$ cat src/rtl/pwm_chaser_pkg.sv
// Shared types and helpers for the PWM LED chaser.
// Mode encoding matches the top-level mode switches; the reserved code behaves as HOLD.
package pwm_chaser_pkg;

  typedef enum logic [1:0] {
    MODE_ROTATE  = 2'd0,
    MODE_BREATHE = 2'd1,
    MODE_HOLD    = 2'd2,
    MODE_RSVD    = 2'd3
  } mode_e;

  typedef enum logic {
    BR_UP   = 1'b0,
    BR_DOWN = 1'b1
  } breathe_e;

  function automatic logic [31:0] sat_duty(input logic [31:0] value, input logic [31:0] max);
    return (value > max) ? max : value;
  endfunction

endpackage

$ cat src/rtl/pwm_channel.sv
// One PWM channel: shadow-buffered duty plus a registered compare against the shared period counter.
// The shadow only reloads on the period wrap so a duty change never cuts a period short.
module pwm_channel #(
  parameter int                  PWM_BITS   = 7,
  parameter logic [PWM_BITS-1:0] RESET_DUTY = '0
) (
  input  logic                clk,
  input  logic                rst,
  input  logic                en,
  input  logic                wrap,
  input  logic [PWM_BITS-1:0] period,
  input  logic [PWM_BITS-1:0] duty,
  output logic                pwm
);

  logic [PWM_BITS-1:0] active_duty;

  always_ff @(posedge clk) begin
    if (rst) begin
      active_duty <= RESET_DUTY;
      pwm         <= 1'b0;
    end else begin
      if (wrap) begin
        active_duty <= duty;
      end
      pwm <= en && (period < active_duty);
    end
  end

endmodule

$ cat src/rtl/pwm_chaser.sv
// N-channel PWM LED sequencer: rotating, breathing or frozen duty pattern with a host write port.
// Counters, duty ring and breathe ramp live here; per-channel compare lives in pwm_channel.
module pwm_chaser
  import pwm_chaser_pkg::*;
#(
  parameter int N_CH       = 10,
  parameter int PWM_BITS   = 7,
  parameter int PWM_PERIOD = 100,
  parameter int STEP_TICKS = 25000000,
  parameter int LEVEL_STEP = 10
) (
  input  logic                     clk,
  input  logic                     rst,
  input  logic                     en,
  input  logic                     sentido,
  input  logic [1:0]               mode,
  input  logic                     wr_en,
  input  logic [$clog2(N_CH)-1:0]  wr_ch,
  input  logic [PWM_BITS-1:0]      wr_duty,
  output logic [N_CH-1:0]          pwm_out,
  output logic                     step_pulse,
  output logic [$clog2(N_CH)-1:0]  head_idx
);

  localparam int CH_W   = $clog2(N_CH);
  localparam int STEP_W = (STEP_TICKS > 1) ? $clog2(STEP_TICKS) : 1;

  localparam logic [PWM_BITS-1:0] PERIOD_LAST = PWM_BITS'(PWM_PERIOD - 1);
  localparam logic [STEP_W-1:0]   STEP_LAST   = STEP_W'(STEP_TICKS - 1);
  localparam logic [CH_W-1:0]     CH_LAST     = CH_W'(N_CH - 1);

  function automatic logic [PWM_BITS-1:0] reset_duty(input int idx);
    return PWM_BITS'(sat_duty(32'(idx * LEVEL_STEP), 32'(PWM_PERIOD)));
  endfunction

  logic [PWM_BITS-1:0] period_cnt;
  logic [STEP_W-1:0]   step_cnt;
  logic                wrap;
  logic                tick;

  logic [PWM_BITS-1:0] duty     [N_CH];
  logic [PWM_BITS-1:0] duty_nxt [N_CH];
  logic [PWM_BITS-1:0] level, level_nxt;
  breathe_e            br_state, br_state_nxt;
  logic [CH_W-1:0]     head_nxt;
  logic [31:0]         level_up, level_dn;
  mode_e               mode_sel;

  assign wrap       = en && (period_cnt == PERIOD_LAST);
  assign tick       = en && (step_cnt == STEP_LAST);
  assign step_pulse = tick;
  assign mode_sel   = mode_e'(mode);

  // Both counters freeze together while disabled so the pattern resumes in phase.
  always_ff @(posedge clk) begin
    if (rst) begin
      period_cnt <= '0;
      step_cnt   <= '0;
    end else if (en) begin
      period_cnt <= wrap ? '0 : period_cnt + 1'b1;
      step_cnt   <= tick ? '0 : step_cnt + 1'b1;
    end
  end

  always_ff @(posedge clk) begin
    if (rst) begin
      for (int i = 0; i < N_CH; i++) begin
        duty[i] <= reset_duty(i);
      end
      level    <= '0;
      br_state <= BR_UP;
      head_idx <= '0;
    end else begin
      for (int i = 0; i < N_CH; i++) begin
        duty[i] <= duty_nxt[i];
      end
      level    <= level_nxt;
      br_state <= br_state_nxt;
      head_idx <= head_nxt;
    end
  end

  // Step action first, then the host write overrides its own channel.
  always_comb begin
    for (int i = 0; i < N_CH; i++) begin
      duty_nxt[i] = duty[i];
    end
    level_nxt    = level;
    br_state_nxt = br_state;
    head_nxt     = head_idx;
    level_up     = sat_duty(32'(level) + 32'(LEVEL_STEP), 32'(PWM_PERIOD));
    level_dn     = (32'(level) > 32'(LEVEL_STEP)) ? 32'(level) - 32'(LEVEL_STEP) : 32'd0;

    if (tick) begin
      case (mode_sel)
        MODE_ROTATE: begin
          if (sentido) begin
            for (int i = 0; i < N_CH; i++) begin
              duty_nxt[i] = duty[(i + N_CH - 1) % N_CH];
            end
            head_nxt = (head_idx == CH_LAST) ? '0 : head_idx + 1'b1;
          end else begin
            for (int i = 0; i < N_CH; i++) begin
              duty_nxt[i] = duty[(i + 1) % N_CH];
            end
            head_nxt = (head_idx == '0) ? CH_LAST : head_idx - 1'b1;
          end
        end
        MODE_BREATHE: begin
          if (br_state == BR_UP) begin
            level_nxt = PWM_BITS'(level_up);
            if (level_up == 32'(PWM_PERIOD)) begin
              br_state_nxt = BR_DOWN;
            end
          end else begin
            level_nxt = PWM_BITS'(level_dn);
            if (level_dn == 32'd0) begin
              br_state_nxt = BR_UP;
            end
          end
          for (int i = 0; i < N_CH; i++) begin
            duty_nxt[i] = level_nxt;
          end
        end
        default: begin
        end
      endcase
    end

    if (wr_en && (32'(wr_ch) < 32'(N_CH))) begin
      duty_nxt[wr_ch] = PWM_BITS'(sat_duty(32'(wr_duty), 32'(PWM_PERIOD)));
    end
  end

  for (genvar g = 0; g < N_CH; g++) begin : g_ch
    pwm_channel #(
      .PWM_BITS   (PWM_BITS),
      .RESET_DUTY (reset_duty(g))
    ) u_ch (
      .clk    (clk),
      .rst    (rst),
      .en     (en),
      .wrap   (wrap),
      .period (period_cnt),
      .duty   (duty[g]),
      .pwm    (pwm_out[g])
    );
  end

endmodule

$ cat config.mk
export PLATFORM = sky130hd
export DESIGN_NAME = pwm_chaser
export DESIGN_NICKNAME = d
export VERILOG_FILES = /design/src/rtl/pwm_chaser_pkg.sv /design/src/rtl/pwm_channel.sv /design/src/rtl/pwm_chaser.sv
export SDC_FILE = /design/constraint.sdc
export NUM_CORES = 1
export LEC_CHECK = 0
export BUFFER_PORTS_ARGS = -buffer_cell sky130_fd_sc_hd__buf_2
export CAP_MARGIN = 0
export CORE_MARGIN = 3
export CORE_UTILIZATION = 25
export DETAILED_ROUTE_END_ITERATION = 7
export HOLD_SLACK_MARGIN = 0.08
export PLACE_DENSITY = 0.45
export SYNTH_ARGS = -nofsm -noshare
export SYNTH_HDL_FRONTEND = slang
export SYNTH_SLANG_ARGS = --single-unit
export TNS_END_PERCENT = 5
$ cat constraint.sdc
create_clock -name clk -period 5.8 [get_ports clk]
set_clock_uncertainty 0.15 [all_clocks]
set_input_delay 0.29 -clock clk [delete_from_list [all_inputs] [get_ports clk]]
set_output_delay 0.29 -clock clk [all_outputs]
set_load 0.02 [all_outputs]
# Yosys cells after proc, flatten, opt, wreduce, memory -nomap -nowiden

Memories as Yosys holds them, arrays and structs flattened.
Cells that the tools add are included.
Widths: inputs -> output; s select.

Add/subtract/negate cells: 6
Order comparisons: 16
Eq/ne operators: 5
Muxes and demuxes: 32
Bitwise logic cells: 11
Reduce and logical (&&, ||, !) cells: 19

Operators with widths:

| cell                  | number |
|---|---|
| $mux 70               | 3 |
| $pmux 70 s2           | 1 |
| $mux 7                | 14 |
| $bwmux 70             | 1 |
| $lt 7x7->1            | 10 |
| $logic_not 32->1      | 1 |
| $mux 32               | 1 |
| $demux 7 s4           | 1 |
| $add 25x1->25 const B | 1 |
| $eq 25x25->1 const B  | 1 |
| $mux 25               | 1 |
| $logic_and 1x1->1     | 14 |
| $mux 4                | 3 |
| $or 1x1->1            | 10 |
| $add 7x4->8 const B   | 1 |
| $eq 8x7->1 const B    | 1 |
| $gt 8x7->1 const B    | 1 |
| $mux 8                | 1 |
| $sub 7x4->8 const B   | 1 |
| $add 7x1->7 const B   | 1 |
| $eq 7x7->1 const B    | 1 |
| $gt 7x4->1 const B    | 1 |
| $gt 7x7->1 const B    | 1 |
| $mux 1                | 6 |
| 11 further kinds      | 12 |

Flip-flop bits (word level): 124
Memory bits (writable): 70
Input port bits: 18
Output and inout port bits: 15
Logic and storage cells: 115
Memories: 1

Memories:

| name | depth | width | rd ports | clocked after Yosys merged registers in | wr ports | line             | source |
|---|---|---|---|---|---|---|---|
| duty | 10    | 7     | 10       | 0                                       | 10       | pwm_chaser.sv:41 | `logic [PWM_BITS-1:0] duty [N_CH];` |

# Depth between registers and ports, before layout

Depth in word-level cells: 9
Mapped depth: 9
Gate-level depth less buffers: 8

# Hierarchy

A second synthesis with hierarchy kept.

Cells, all modules: 1325
Area total of the unflattened synthesis: 11238.3 µm²

By module, submodules not included:

| module                          | times used | cells an instance | area an instance (µm²) |
|---|---|---|---|
| pwm_chaser                      | 1          | 845               | 6957.9 |
| pwm_channel at g_ch[1].u_ch ... | 4          | 48                | 429.2 |
| pwm_channel at g_ch[3].u_ch ... | 3          | 48                | 424.2 |
| pwm_channel at g_ch[5].u_ch ... | 2          | 48                | 426.7 |
| pwm_channel at g_ch[0].u_ch     | 1          | 48                | 437.9 |

# Worst setup path after synthesis

No wires, ideal clock.

Path kind: flip-flop to flip-flop
Start: register level[2]
End: memory duty[3][4]
Arrival time: 2.182 ns
Required time: 5.497 ns
Setup slack: 3.315 ns
Stages on the path, launching flop included: 8
Period minus slack after synthesis: 2.485 ns
Path through: dfxtp_1 > ha_1 > or2_2 > or4_1 > nand3_1 > a21oi_1 > o21ai_1 > a32oi_1

RTL lines:

| what                   | line             | source |
|---|---|---|
| start, declared        | pwm_chaser.sv:43 | `logic [PWM_BITS-1:0] level, level_nxt;` |
| start signal, assigned | pwm_chaser.sv:77 | `level <= level_nxt;` |
| end, declared          | pwm_chaser.sv:41 |  |

==> out/qor.yml <==
ctsResizeCount: 0
total_power_uw: 2740
dr_total_vias: 9350
tns_ps: 0
netlist_area_sq_um: 10900
cts_sinks: 194
drt-initial-drc-count: 571
grt_pass1_wl_mm: 52.7
critPathTopFamily: "simple AND/OR/NAND/NOR gates"
pwr-share-comb: 0.066
cts_tree: "yes"
dr.pass1.iters: 5
io_buffer_count: 32
hold_viol: 0
synth-edff-count: 0
rsz0062_at_grt: "no"
synth_seq_cells: 194
grt_pass1_vias: 8678
ctsRootBufferMaster: "clkbuf_16"
ctsHtreeMaxLevel: 4
final_max_slew_viol_count: 0
clk_pin_slew_ps: 90
start_util: 0.256
reg2reg_depth: 7
internal_power_uw: 2000
slew_headroom: 0.294
synthArstFlopShare: 0
p_clk_frac: 0.434
numCtsBuffers: 17
final_cell_mix: "dfxtp_1 (194), nand2_1 (146), nor2_1 (138)"
yosysWarnings: 0
syn2layout_area_growth_pct: 10.7
final_common_cell: "dfxtp_1"
crit_path_max_incr_delay_ps: 670
synthFlopType: "dfxtp_1"
cp_num_buf_inv: 0
setup_viol: 0
synth_nets: 1423
antenna_found_initial: 0
synth_cell_types: 63
p_sw_uw: 738
clock_path_buffers: 2
crit_chain: "ha_1 > or2_2 > or4_1 > nand3_1 > a21oi_1 > o21ai_1 > a32oi_1"
post-cts-setup-buffer-count: 0
whs_path_depth: 3
critPathSlowestCell: "o21ai_1"
critical_path_class: "flop to flop"
ys_seq_area_frac: 0.357
routed_wl_mm: 33.4
antenna_left: 0
antennaDiodeCount: 0
swShare: 0.270
hold_class: "primary input to flop"
outcome: "finished clean"
timing.final.crit_share: 0.522
grt.overflow.total: 0
drive_gt1_frac: 0.0877
clkLatencyLatePin_ps: 460
worstPathMaxFanout: 10
critPathArrivalTime_ps: 3180
core_sq_um: 42500
track_usage: 0.144
seqPwrFrac: 0.501
p_per_area_nw_per_um2: 227
required_ps: 5950
die_y_um: 215
end_kind: "flop"
tightest_slew_ps: 1060
core.rowCount: 75
p_leak_uw: 0.00446
wire_per_inst_um: 17.6
drc: 0
dieArea_sq_um: 46100
ir_drop_mv: 0.197
maxCapViolCount: 0
hpwl_mm: 24.1
viasPerCell: 4.92
critPathLaunchType: "flop"
synthesis.instances: 1340
timing.fmax_mhz: 330
finish.net_count: 1392
ctsHoldBuffers: 3
syn_avg_cell_area_sq_um: 8.13
ioPinCount: 33
fill_cells: 4595
gp_congestion: 0.784
fin_crit_ps: 3030
grt_start_max_net_pins: 99
die_w_um: 215
crit_cells: 7
Yosys cell counts, types with 23 or more instances:
| master | count | area (sq um) |
|---|---|---|
| dfxtp_1 | 194 | 3880 |
| mux2i_1 | 64 | 641 |
| a211o_1 | 29 | 254 |
| nor3_1 | 62 | 310 |
| inv_1 | 65 | 244 |
| a31oi_1 | 23 | 144 |
| clkbuf_1 | 69 | 259 |
| a21oi_1 | 136 | 681 |
| o21ai_0 | 31 | 155 |
| nand2_1 | 146 | 548 |
| nor2_1 | 138 | 518 |
| a211oi_1 | 37 | 278 |
| a221oi_1 | 27 | 236 |
| ha_1 | 65 | 813 |
power by group through the flow:
stage	sequential [uW]	clock [uW]	combinational, uW
floorplan	1390	0	134
global placement	1400	0	178
detailed placement	1400	0	179
CTS	1370	1220	181
global route	1370	1280	198
finish	1370	1190	180
logic make-up after synthesis:
kind of cell | Yosys count | share of synthesized area
adder cells (fa/ha/maj) | 65 | 0.0747
XOR/XNOR | 33 | 0.0265
multiplexers | 76 | 0.0712
AND/OR/NAND/NOR | 476 | 0.209
buffers and inverters | 165 | 0.0648
AO/OA/AOI/OAI | 331 | 0.197
flip-flops | 194 | 0.357
tightest hold or removal path: stages:
cell and delay (ps):
buf_2 200, nor2_1 130, a211oi_1 50
sequential cells by signal, indices dropped and copies added (netlist names):
signal,cells
period_cnt,7
duty,70
g_ch.u_ch.active_duty,70
level,7
g_ch.u_ch.pwm,10
step_cnt,25
head_idx,4
br_state,1
path summary, 6_finish.rpt:
check | from | slack [ps] | endpoint
setup / recovery | level[1] | 2770 | duty[9][4]
hold / removal | wr_duty[6] | 110 | duty[5][6]
setup reg to reg | level[1] | 2770 | duty[9][4]
hold reg to reg | g_ch[9].u_ch.active_duty[5] | 310 | g_ch[9].u_ch.active_duty[5]
final cells by class:
class                      count  area [sq um]  area share
inverter                      65           244      0.0202
multi-input combinational    981          6320       0.524
sequential                   194          3880       0.322
clock inverter                12           116     0.00966
tap                          577           722      0.0599
timing repair buffer          50           308      0.0255
clock buffer                  20           457      0.0379
metrics by stage:
stage               hold slack [ps]  cell area (sq um)  instances  setup slack [ps]  utilization
floorplan                       279              10900       1340              3320            -
global placement                294              11400       1864              2850        0.269
detailed placement              297              11400       1864              2770        0.269
CTS                            90.5              12100       1899              2780        0.283
global route                    120              12100       1899              2560        0.283
finish                          111              12100       1899              2770        0.283
metal layers:
layer  GRT usage  vias to the layer above  routed length [um]
met1       0.209                     4425               16700
met5           0                        -                   0
met2       0.218                      187               14700
li1            -                     4706                   -
met4      0.0397                        0                 684
met3      0.0266                       32                1340
Power figures use the tool's default switching activity.
